### src/rtl/key_debounce8.sv
// Eight-channel key debouncer with press/release pulses and a one-hot
// "last pressed key" latch feeding the tube_display x input.
module key_debounce8 #(
  parameter int unsigned STABLE_CYCLES = 20000,
  parameter int unsigned CNT_W         = $clog2(STABLE_CYCLES)
) (
  input  logic       clk,
  input  logic       rst_n,
  input  logic [7:0] key_raw,
  input  logic       clear,
  output logic [7:0] key_level,
  output logic [7:0] key_press,
  output logic [7:0] key_release,
  output logic [7:0] sel,
  output logic       sel_valid
);

  localparam logic [CNT_W-1:0] CntMax = CNT_W'(STABLE_CYCLES - 1);

  logic [7:0]       r_s1;
  logic [7:0]       r_s2;
  logic [7:0]       r_level;
  logic [7:0]       r_press;
  logic [7:0]       r_release;
  logic [7:0]       r_sel;
  logic [CNT_W-1:0] r_cnt   [8];
  logic [CNT_W-1:0] w_cnt_d [8];
  logic [7:0]       w_accept;
  logic [7:0]       w_sel_hi;

  // A channel accepts only while s2 differs from its level, so an accept is a toggle.
  always_comb begin
    w_accept = '0;
    for (int i = 0; i < 8; i++) begin
      w_cnt_d[i] = r_cnt[i];
      if (r_s2[i] == r_level[i]) begin
        w_cnt_d[i] = '0;
      end else if (r_cnt[i] == CntMax) begin
        w_cnt_d[i]  = '0;
        w_accept[i] = 1'b1;
      end else begin
        w_cnt_d[i] = r_cnt[i] + CNT_W'(1);
      end
    end
  end

  // Highest pressed index wins; ascending loop lets later bits override.
  always_comb begin
    w_sel_hi = '0;
    for (int i = 0; i < 8; i++) begin
      if (r_press[i]) begin
        w_sel_hi    = '0;
        w_sel_hi[i] = 1'b1;
      end
    end
  end

  always_ff @(posedge clk or negedge rst_n) begin
    if (!rst_n) begin
      r_s1      <= '0;
      r_s2      <= '0;
      r_level   <= '0;
      r_press   <= '0;
      r_release <= '0;
      r_sel     <= '0;
      for (int i = 0; i < 8; i++) begin
        r_cnt[i] <= '0;
      end
    end else begin
      r_s1      <= key_raw;
      r_s2      <= r_s1;
      r_level   <= r_level ^ w_accept;
      r_press   <= w_accept & r_s2;
      r_release <= w_accept & ~r_s2;
      for (int i = 0; i < 8; i++) begin
        r_cnt[i] <= w_cnt_d[i];
      end
      if (clear) begin
        r_sel <= '0;
      end else if (|r_press) begin
        r_sel <= w_sel_hi;
      end
    end
  end

  assign key_level   = r_level;
  assign key_press   = r_press;
  assign key_release = r_release;
  assign sel         = r_sel;
  assign sel_valid   = |r_sel;

endmodule

### config.mk
export PLATFORM = sky130hd
export DESIGN_NAME = key_debounce8
export DESIGN_NICKNAME = d
export VERILOG_FILES = /design/src/rtl/key_debounce8.sv
export SDC_FILE = /design/constraint.sdc
export NUM_CORES = 1
export LEC_CHECK = 0
export BUFFER_PORTS_ARGS = -buffer_cell sky130_fd_sc_hd__clkbuf_2
export CORE_AREA = 3 3 91 179
export CTS_CLUSTER_DIAMETER = 40
export DETAILED_ROUTE_END_ITERATION = 7
export DIE_AREA = 0 0 94 182
export GPL_TIMING_DRIVEN = 0
export PLACE_DENSITY = 0.64
export SYNTH_ARGS = -nofsm -noshare
export SYNTH_HDL_FRONTEND = slang
export SYNTH_SLANG_ARGS = --single-unit
### constraint.sdc
create_clock -name clk -period 2.8 [get_ports clk]
set_clock_uncertainty 0.15 [all_clocks]
set_input_delay 0.42 -clock clk [delete_from_list [all_inputs] [get_ports clk]]
set_output_delay 0.42 -clock clk [all_outputs]
set_load 0.01 [all_outputs]
# == After elaboration in Yosys (flattened, before gate mapping) ==
# Index checks and enable logic that the tools add are counted.
# totals
ff_bits,168
inputBits,11
output_inout_bits,33
romBits,0
latch_bits,0
ram_bits,0
mem_count,0
# classes
n_addsub,8
order_cmp,0
n_bitwise,4
div,0
n_shift,0
n_eq_ne,16
n_reduce_logical,3
mux,42
n_mul,0
# ops
operator,n
$mux 15,16
$add 15x1->15 const B,8
$eq 15x15->1 const B,8
$mux 8,9
$mux 1,17
$and 8x8->8,2
$reduce_or 8->1,2
$eq 1x1->1,8
$not 8->8,1
$xor 8x8->8,1
$reduce_bool 2->1,1

# == Logic depth before layout (Yosys ltp) ==
# Gate-level depths: netlist of run 1.
# depth
ltp_word,10
mapped_depth,7

# == Worst setup path before layout of run 1 ==
# OpenSTA, ideal clock, no wires.
# synth_timing
kind,reg-to-reg
startpoint,register r_cnt[95] (netlist name)
endpoint,register (tool-made name)
path_stages_with_launch,4
arrival_ns,1.790
path_slack_ns,0.735
setup_time_ns,0.125
n_path_buf,0
path_cell_list,dfrtp_1 or4b_1 or4_4 mux2_4
# synth_rtl
item,line,text
from (decl),26,logic [CNT_W-1:0] r_cnt [8];
"from (signal, indexed assignment)",76,r_cnt[i] <= w_cnt_d[i];

==> results.md, run 1 <==
- Outcome: finished, final reports clean
- Die X-Extent: ~94 um
- Post-layout util: between 50% and 60%
- Synthesized flop and latch total: approximately 170
- Max Clk Rate: about 400 MHz
- Highest-count cells in the layout ignoring fill and taps: dfrtp_1 (168), nor2_1 (122), xor2_1 (60), xnor2_1 (50)
- Min-delay worst type: flop to flop
- Sw Share: a little under a quarter
- Largest net degree at the start of global routing: around 120
- Mapped Area: approximately 7400 um^2
- Initial cell density of the core: roughly 50%
- Inserted Diodes: 0
- LEAKAGE: ~3.8 nW
- Number of clock sinks: approximately 170
- Combinational Power Share: 3.5%
- DRT Pass-1 Iters: 4
- First-pass GRT wire length: between 20,000 and 25,000 um
- PwrDens: 568 nW/um^2
- CTS tree: done
- Cts bufs inserted: 17
- Cells after DPL: roughly 920
- Initial antenna violation count: 0
- Critical path's top delay family: simple AND/OR/NAND/NOR gates
- Vias: 5,154
- Setup bufs post-CTS: 0
- Hold_buf cts: 9
- CP max FO: 10
- CTS-repair resized insts: 0
- Gpl congestion: approximately 0.82
- DR iter-0 viols: slightly below 200
- Yosys warns: 0
- WL final: roughly 14,000 um
- Worst EP arrival: between 2 and 3 ns
- CP Buf/Inv Count: 2
- Sequential area share after synthesis: 56.7%
- Startpoint Class: flop
- Root Buffer: clkbuf_16
- Share of cells above drive strength 1: between 10% and 20%
- Setup Viol. Count Final: 0
- Crit-path cells: ha_1 -> clkbuf_1 -> nor4bb_1 -> nand4_1 -> nand2_1 -> clkbuf_1 -> nor2_1
- Die height: around 180 um
- Synth cell types: 36
- Site Rows: 63
- Mean cell area of the mapped netlist: around 11 um^2
- Tot Pwr: between 4 and 5 mW
- Finished Layout Cells: between 900 and 1,000
- Critical path class: flop to flop
- Clock transition at path regs: around 0.070 ns
- Core area: approximately 15,000 um^2
- CP dominant cell by count: clkbuf_1
- Max VDD drop: around 0.38 mV
- IO Pins: 44
- Post-Synthesis Cells: 685
- Critical path's largest stage delay: 0.44 ns
- Port Buffers: 43
- Max-slew violation count: 0
- GRT Util Overall: between 15 and 20%
- Final #Nets: 776
- H-tree depth: 4
- Pre-CTS WS: approximately 0.34 ns
- Int Pwr: between 3 and 4 mW
- Area Growth Syn to Fin: 15.4%
- DR WL/cell: ~15 um
- Reg power frac: roughly half
- Die ar.: 17,100 um^2
- GR Overflow Total: 0
- Max Cap Violations: 0
- Vias/cell: about 5.3
- Slowest-stage cell, CP: dfrtp_1
- Syn_nets: a little over 700
- Period utilization: about nine tenths
- Fillers: about 1,300
- Vias in the first global route: ~5,300
- Setup ws final: approximately 0.3 ns
- Residual DRC: 0
- Net Sw Power: about 1.1 mW
- Slew headroom: a little over three fifths
- Clock power share: roughly 45%
- Final Hold Viols: 0
- DRT antenna net count: 0
- RSZ-0062 raised after global routing: false
- Post-route setup TNS: 0 ns
- Dpl hpwl: between 9000 and 10,000 um
- CP required: just under 3 ns
- CP Capture Type: flop
- Clock latency on the worst-skew pair: 0.41 ns
- Most common cell after layout, fill and taps aside: dfrtp_1
- Slew @ Worst Pin: between 0.5 and 0.6 ns
- Tmin final: between 2 and 3 ns
- Clock buffer depth: 2
path summary, 6_finish.rpt:
check | from | cells after the start | end | slack [ns]
min reg2reg | r_s1[0]$_DFF_PN0_ | 0 | r_s2[0]$_DFF_PN0_ | 0.20
max | r_cnt[60]$_DFF_PN0_ | 7 | r_cnt[65]$_DFF_PN0_ | 0.30
min in group asynchronous | rst_n | 2 | r_cnt[62]$_DFF_PN0_ | 0.38
max reg2reg | r_cnt[60]$_DFF_PN0_ | 7 | r_cnt[65]$_DFF_PN0_ | 0.30
max in group asynchronous | rst_n | 3 | r_cnt[10]$_DFF_PN0_ | 1.21
min | r_s1[0]$_DFF_PN0_ | 0 | r_s2[0]$_DFF_PN0_ | 0.20
synth_stat cells:
cell	instances	area share [%]
o32ai_1	1	0.12
nor4_1	21	1.8
nor3_1	17	1.1
a22o_1	4	0.47
and4_1	18	2.1
nand2b_1	4	0.34
or4b_1	3	0.40
nand2b_4	1	0.19
buf_2	1	0.067
or4_4	3	0.46
nor3b_1	17	1.7
dfrtp_1	168	57
o21ai_0	1	0.067
clkbuf_1	15	0.76
o31ai_1	1	0.10
xnor2_1	50	5.9
nand2_1	27	1.4
ha_1	8	1.3
and2_1	6	0.51
a21oi_1	3	0.20
nor4bb_1	3	0.40
nand3_1	39	2.6
a2bb2o_1	1	0.13
and3_1	11	0.93
buf_6	1	0.15
inv_1	19	0.96
nand4_1	42	3.5
buf_4	2	0.20
mux2_2	7	1.1
or4_1	1	0.10
mux2_4	1	0.20
xor2_1	60	7.1
nor4b_1	1	0.12
nor2_1	122	6.2
or3_1	4	0.34
nand2b_2	2	0.24
cells by family (layout without fill, tap and decap cells):
logic type / after synthesis / after routing / synth area share [%]
buffers and inverters: 38 / 123 / 2.14
DFF: 168 / 168 / 56.7
muxes: 8 / 8 / 1.26
adders and majority gates: 8 / 8 / 1.35
and+or+nand+nor: 342 / 342 / 24.5
AOI/OAI and AO/OA: 11 / 11 / 1.10
xor gates and xnor gates: 110 / 110 / 13.0
registers in the layout (all words and copies together), names as in the netlist, named ones only:
signal,count
key_press,8
r_s2,8
r_s1,8
sel,8
r_cnt,120
key_release,8
layer usage:
layer  part of all wire [%]  GRT usage [%]  vias to the layer above
li1                       -              -                     2497
met1                     41           20.6                     2566
met2                     54           32.1                       75
met3                    2.8           3.11                       16
met4                    1.5           6.60                        0
met5                      0              0                        -
metrics by stage:
stage | cell area, um^2 | hold WS [ns]
after floorplan | 7420 | -0.0256
after CTS | 8560 | 0.186
final | 8560 | 0.201
after detailed placement | 7910 | 0.186
after global placement | 7880 | 0.186
after global routing | 8560 | 0.204
power groups by stage:
stage / Sequential (mW) / Clock, mW / Combinational, mW
5_1_grt: 2.51 / 2.37 / 0.202
3_3_place_gp: 2.55 / 0 / 0.154
4_1_cts: 2.51 / 2.26 / 0.178
2_1_floorplan: 2.54 / 0 / 0.0840
6_report: 2.51 / 2.19 / 0.171
3_5_place_dp: 2.55 / 0 / 0.167
layout make-up:
class	instances	area, um^2	area share [%]
plain buffers	19	87.6	1.02
clock buffers	20	437	5.10
clock inverters	12	120	1.40
inverters	19	71.3	0.833
multi-input cells	479	3060	35.7
flip-flops and latches	168	4200	49.1
well taps	195	244	2.85
repair buffers	53	342	3.99
No activity file was read; power rests on OpenSTA's default activity.
==> run 2, diff against run 1 <==
PLACE_DENSITY = 0.73   (was 0.64)
==> run 2 against run 1 <==
Final area increased by 0.72%. Combinational power barely moved. Clock power is 11% higher. Worst setup slack better by 0.034 ns. Largest cell class unchanged. Largest power group unchanged.
==> results.md, run 2 (same netlist as run 1, synthesis figures left out) <==
- Max-slew violation count: 0 (unchanged)
- Clock latency on the worst-skew pair: 0.41 ns (about the same)
- GR Overflow Total: 0 (unchanged)
- Worst EP arrival: 2.60 ns (was 2.63 ns)
- Setup ws final: 0.333 ns (was 0.300 ns)
- Max Clk Rate: 405 MHz (was 400 MHz)
- Slowest-stage cell, CP: dfrtp_1 (unchanged)
- Pre-CTS WS: 0.328 ns (was 0.340 ns)
- DR iter-0 viols: 184 (was 198)
- RSZ-0062 raised after global routing: false (unchanged)
- Largest register FFs: 120 (unchanged)
- Gpl congestion: 0.845 (was 0.817)
- Worst R2R End: r_cnt[68]$_DFF_PN0_ (was r_cnt[65]$_DFF_PN0_)
- Vias in the first global route: 5,456 (was 5,348)
- PwrDens: 592 nW/um^2 (was 568 nW/um^2)
- Final #Nets: 776 (unchanged)
- Min-delay worst type: input port to flop (was flop to flop)
- Clock buffer depth: 2 (unchanged)
- CP required: 2.93 ns (about the same)
- Crit-path cells: ha_1 -> clkbuf_1 -> nor4bb_1 -> nand4_1 -> nand2_1 -> clkbuf_1 -> nor2_1 (unchanged)
- RR Startpoint: r_cnt[61]$_DFF_PN0_ (was r_cnt[60]$_DFF_PN0_)
- Clock power share: 47.5% (was 44.9%)
- HP Start: clear (was r_s1[0]$_DFF_PN0_)
- Most common cell after layout, fill and taps aside: dfrtp_1 (unchanged)
- Sw Share: 20.9% (was 22.6%)
- Int Pwr: 4.04 mW (was 3.76 mW)
- Outcome: finished, final reports clean (unchanged)
- Hold worst-path end: sel[7]$_DFFE_PN0P_ (was r_s2[0]$_DFF_PN0_)
- Port Buffers: 43 (unchanged)
- Highest-count cells in the layout ignoring fill and taps: dfrtp_1 (168), nor2_1 (122), xor2_1 (60), xnor2_1 (50) (unchanged)
- Clock transition at path regs: 0.06 ns (was 0.07 ns)
- Reg power frac: 49.1% (was 51.5%)
- Combinational Power Share: 3.4% (was 3.5%)
- IO Pins: 44 (unchanged)
- R2R setup slack: 0.33 ns (was 0.30 ns)
- Vias: 5,233 (was 5,154)
- Startpoint Class: flop (unchanged)
- CP max FO: 10 (unchanged)
- Final Hold Viols: 0 (unchanged)
- Initial antenna violation count: 0 (unchanged)
- Max Cap Violations: 0 (unchanged)
- Dpl hpwl: 10,300 um (was 9770 um)
- CTS tree: done (unchanged)
- Hold_buf cts: 9 (unchanged)
- Slew @ Worst Pin: 0.772 ns (was 0.562 ns)
- Root Buffer: clkbuf_16 (unchanged)
- H-tree depth: 4 (unchanged)
- Inserted Diodes: 0 (unchanged)
- Tot Pwr: 5.11 mW (was 4.87 mW)
- Max VDD drop: 0.409 mV (was 0.384 mV)
- Critical path's largest stage delay: 0.44 ns (about the same)
- DRT Pass-1 Iters: 4 (unchanged)
- Core area: 15,000 um^2 (unchanged)
- Number of clock sinks: 168 (unchanged)
- Area Growth Syn to Fin: 16.2% (was 15.4%)
- Final hold slack: 0.187 ns (was 0.201 ns)
- LEAKAGE: 3.84 nW (was 3.80 nW)
- Placed Area: 7910 um^2 (unchanged)
- Initial cell density of the core: 49.5% (unchanged)
- DR WL/cell: 15.2 um (was 14.5 um)
- Largest net degree at the start of global routing: 121 (was 116)
- Hold path depth: 3 (was 0)
- First-pass GRT wire length: 25,000 um (was 24,600 um)
- WL final: 14,600 um (was 14,000 um)
- Die ar.: 17,100 um^2 (unchanged)
- Finished Cell Area: 8620 um^2 (was 8560 um^2)
- Net Sw Power: 1.07 mW (was 1.10 mW)
- Slew headroom: 48.1% (was 62.5%)
- DRT antenna net count: 0 (unchanged)
- Cts bufs inserted: 17 (unchanged)
- CTS-repair resized insts: 0 (unchanged)
- Residual DRC: 0 (unchanged)
- CP Capture Type: flop (unchanged)
- Critical path class: flop to flop (unchanged)
- Vias/cell: 5.43 (was 5.34)
- CP dominant cell by count: clkbuf_1 (unchanged)
- Die X-Extent: 94 um (unchanged)
- Die height: 182 um (unchanged)
- Post-layout util: 57.6% (was 57.2%)
- Share of cells above drive strength 1: 12.0% (was 11.8%)
- Setup Viol. Count Final: 0 (unchanged)
- Period utilization: 88.1% (was 89.3%)
- Setup bufs post-CTS: 0 (unchanged)
- GRT Util Overall: 18.4% (was 17.8%)
- Tmin final: 2.47 ns (was 2.50 ns)
- Site Rows: 63 (unchanged)
- R2R cell count: 7 (unchanged)
- Biggest register: r_cnt (unchanged)
run 2: changes by cell type in the layout (fill, tap and decap cells not counted), sizes merged:
cell,change
clkinv,+1
clkbuf,-1
bufinv,+3
clkinvlp,-2
inv,-2
run 2: layer usage:
layer | vias up | track usage [%] | routed length (um)
li1 | 2508 | - | -
met5 | - | 0 | 0
met1 | 2588 | 20.6 | 5790
met2 | 110 | 32.3 | 7910
met4 | 0 | 8.33 | 378
met3 | 27 | 4.39 | 549
run 2: power groups by stage:
| stage | sequential, mW | clock, mW | combinational, mW |
|---|---|---|---|
| floorplan | 2.54 | 0 | 0.0840 |
| global placement | 2.55 | 0 | 0.155 |
| detailed placement | 2.55 | 0 | 0.167 |
| CTS | 2.51 | 2.49 | 0.179 |
| global route | 2.51 | 2.60 | 0.201 |
| finish | 2.51 | 2.43 | 0.172 |
run 2: worst max-delay path by stage:
stage	start	end	slack, ns	cells past startpoint
5_1_grt	r_cnt[60]$_DFF_PN0_	r_cnt[69]$_DFF_PN0_	0.11	7
3_3_place_gp	rst_n	asynchronous set/reset pin	-1.71	1
2_1_floorplan	r_cnt[95]$_DFF_PN0_	flop	0.74	3
3_5_place_dp	r_cnt[60]$_DFF_PN0_	r_cnt[69]$_DFF_PN0_	0.33	7
4_1_cts	r_cnt[60]$_DFF_PN0_	r_cnt[69]$_DFF_PN0_	0.31	7
6_report	r_cnt[61]$_DFF_PN0_	r_cnt[68]$_DFF_PN0_	0.33	7
run 2: worst max-delay path: cells and delay by family (launching register included):
kind          cells  cell delay [ns]
simple gates      4             0.90
buf+inv           2             0.67
flops             1             0.44
fa+ha+maj         1             0.18
run 2: stage by stage:
stage               setup TNS, ns  instances
finish                          0        964
global route                    0        964
CTS                             0        964
detailed placement              0        924
global placement          -284.93        923
floorplan                       0        685
run 2: layout make-up:
class | count | area (um^2)
well taps | 195 | 244
inverters | 19 | 71.3
clock buffers | 19 | 443
flip-flops and latches | 168 | 4200
clock inverters | 12 | 175
multi-input cells | 479 | 3060
repair buffers | 53 | 342
plain buffers | 19 | 87.6
fillers | 1247 | 6350
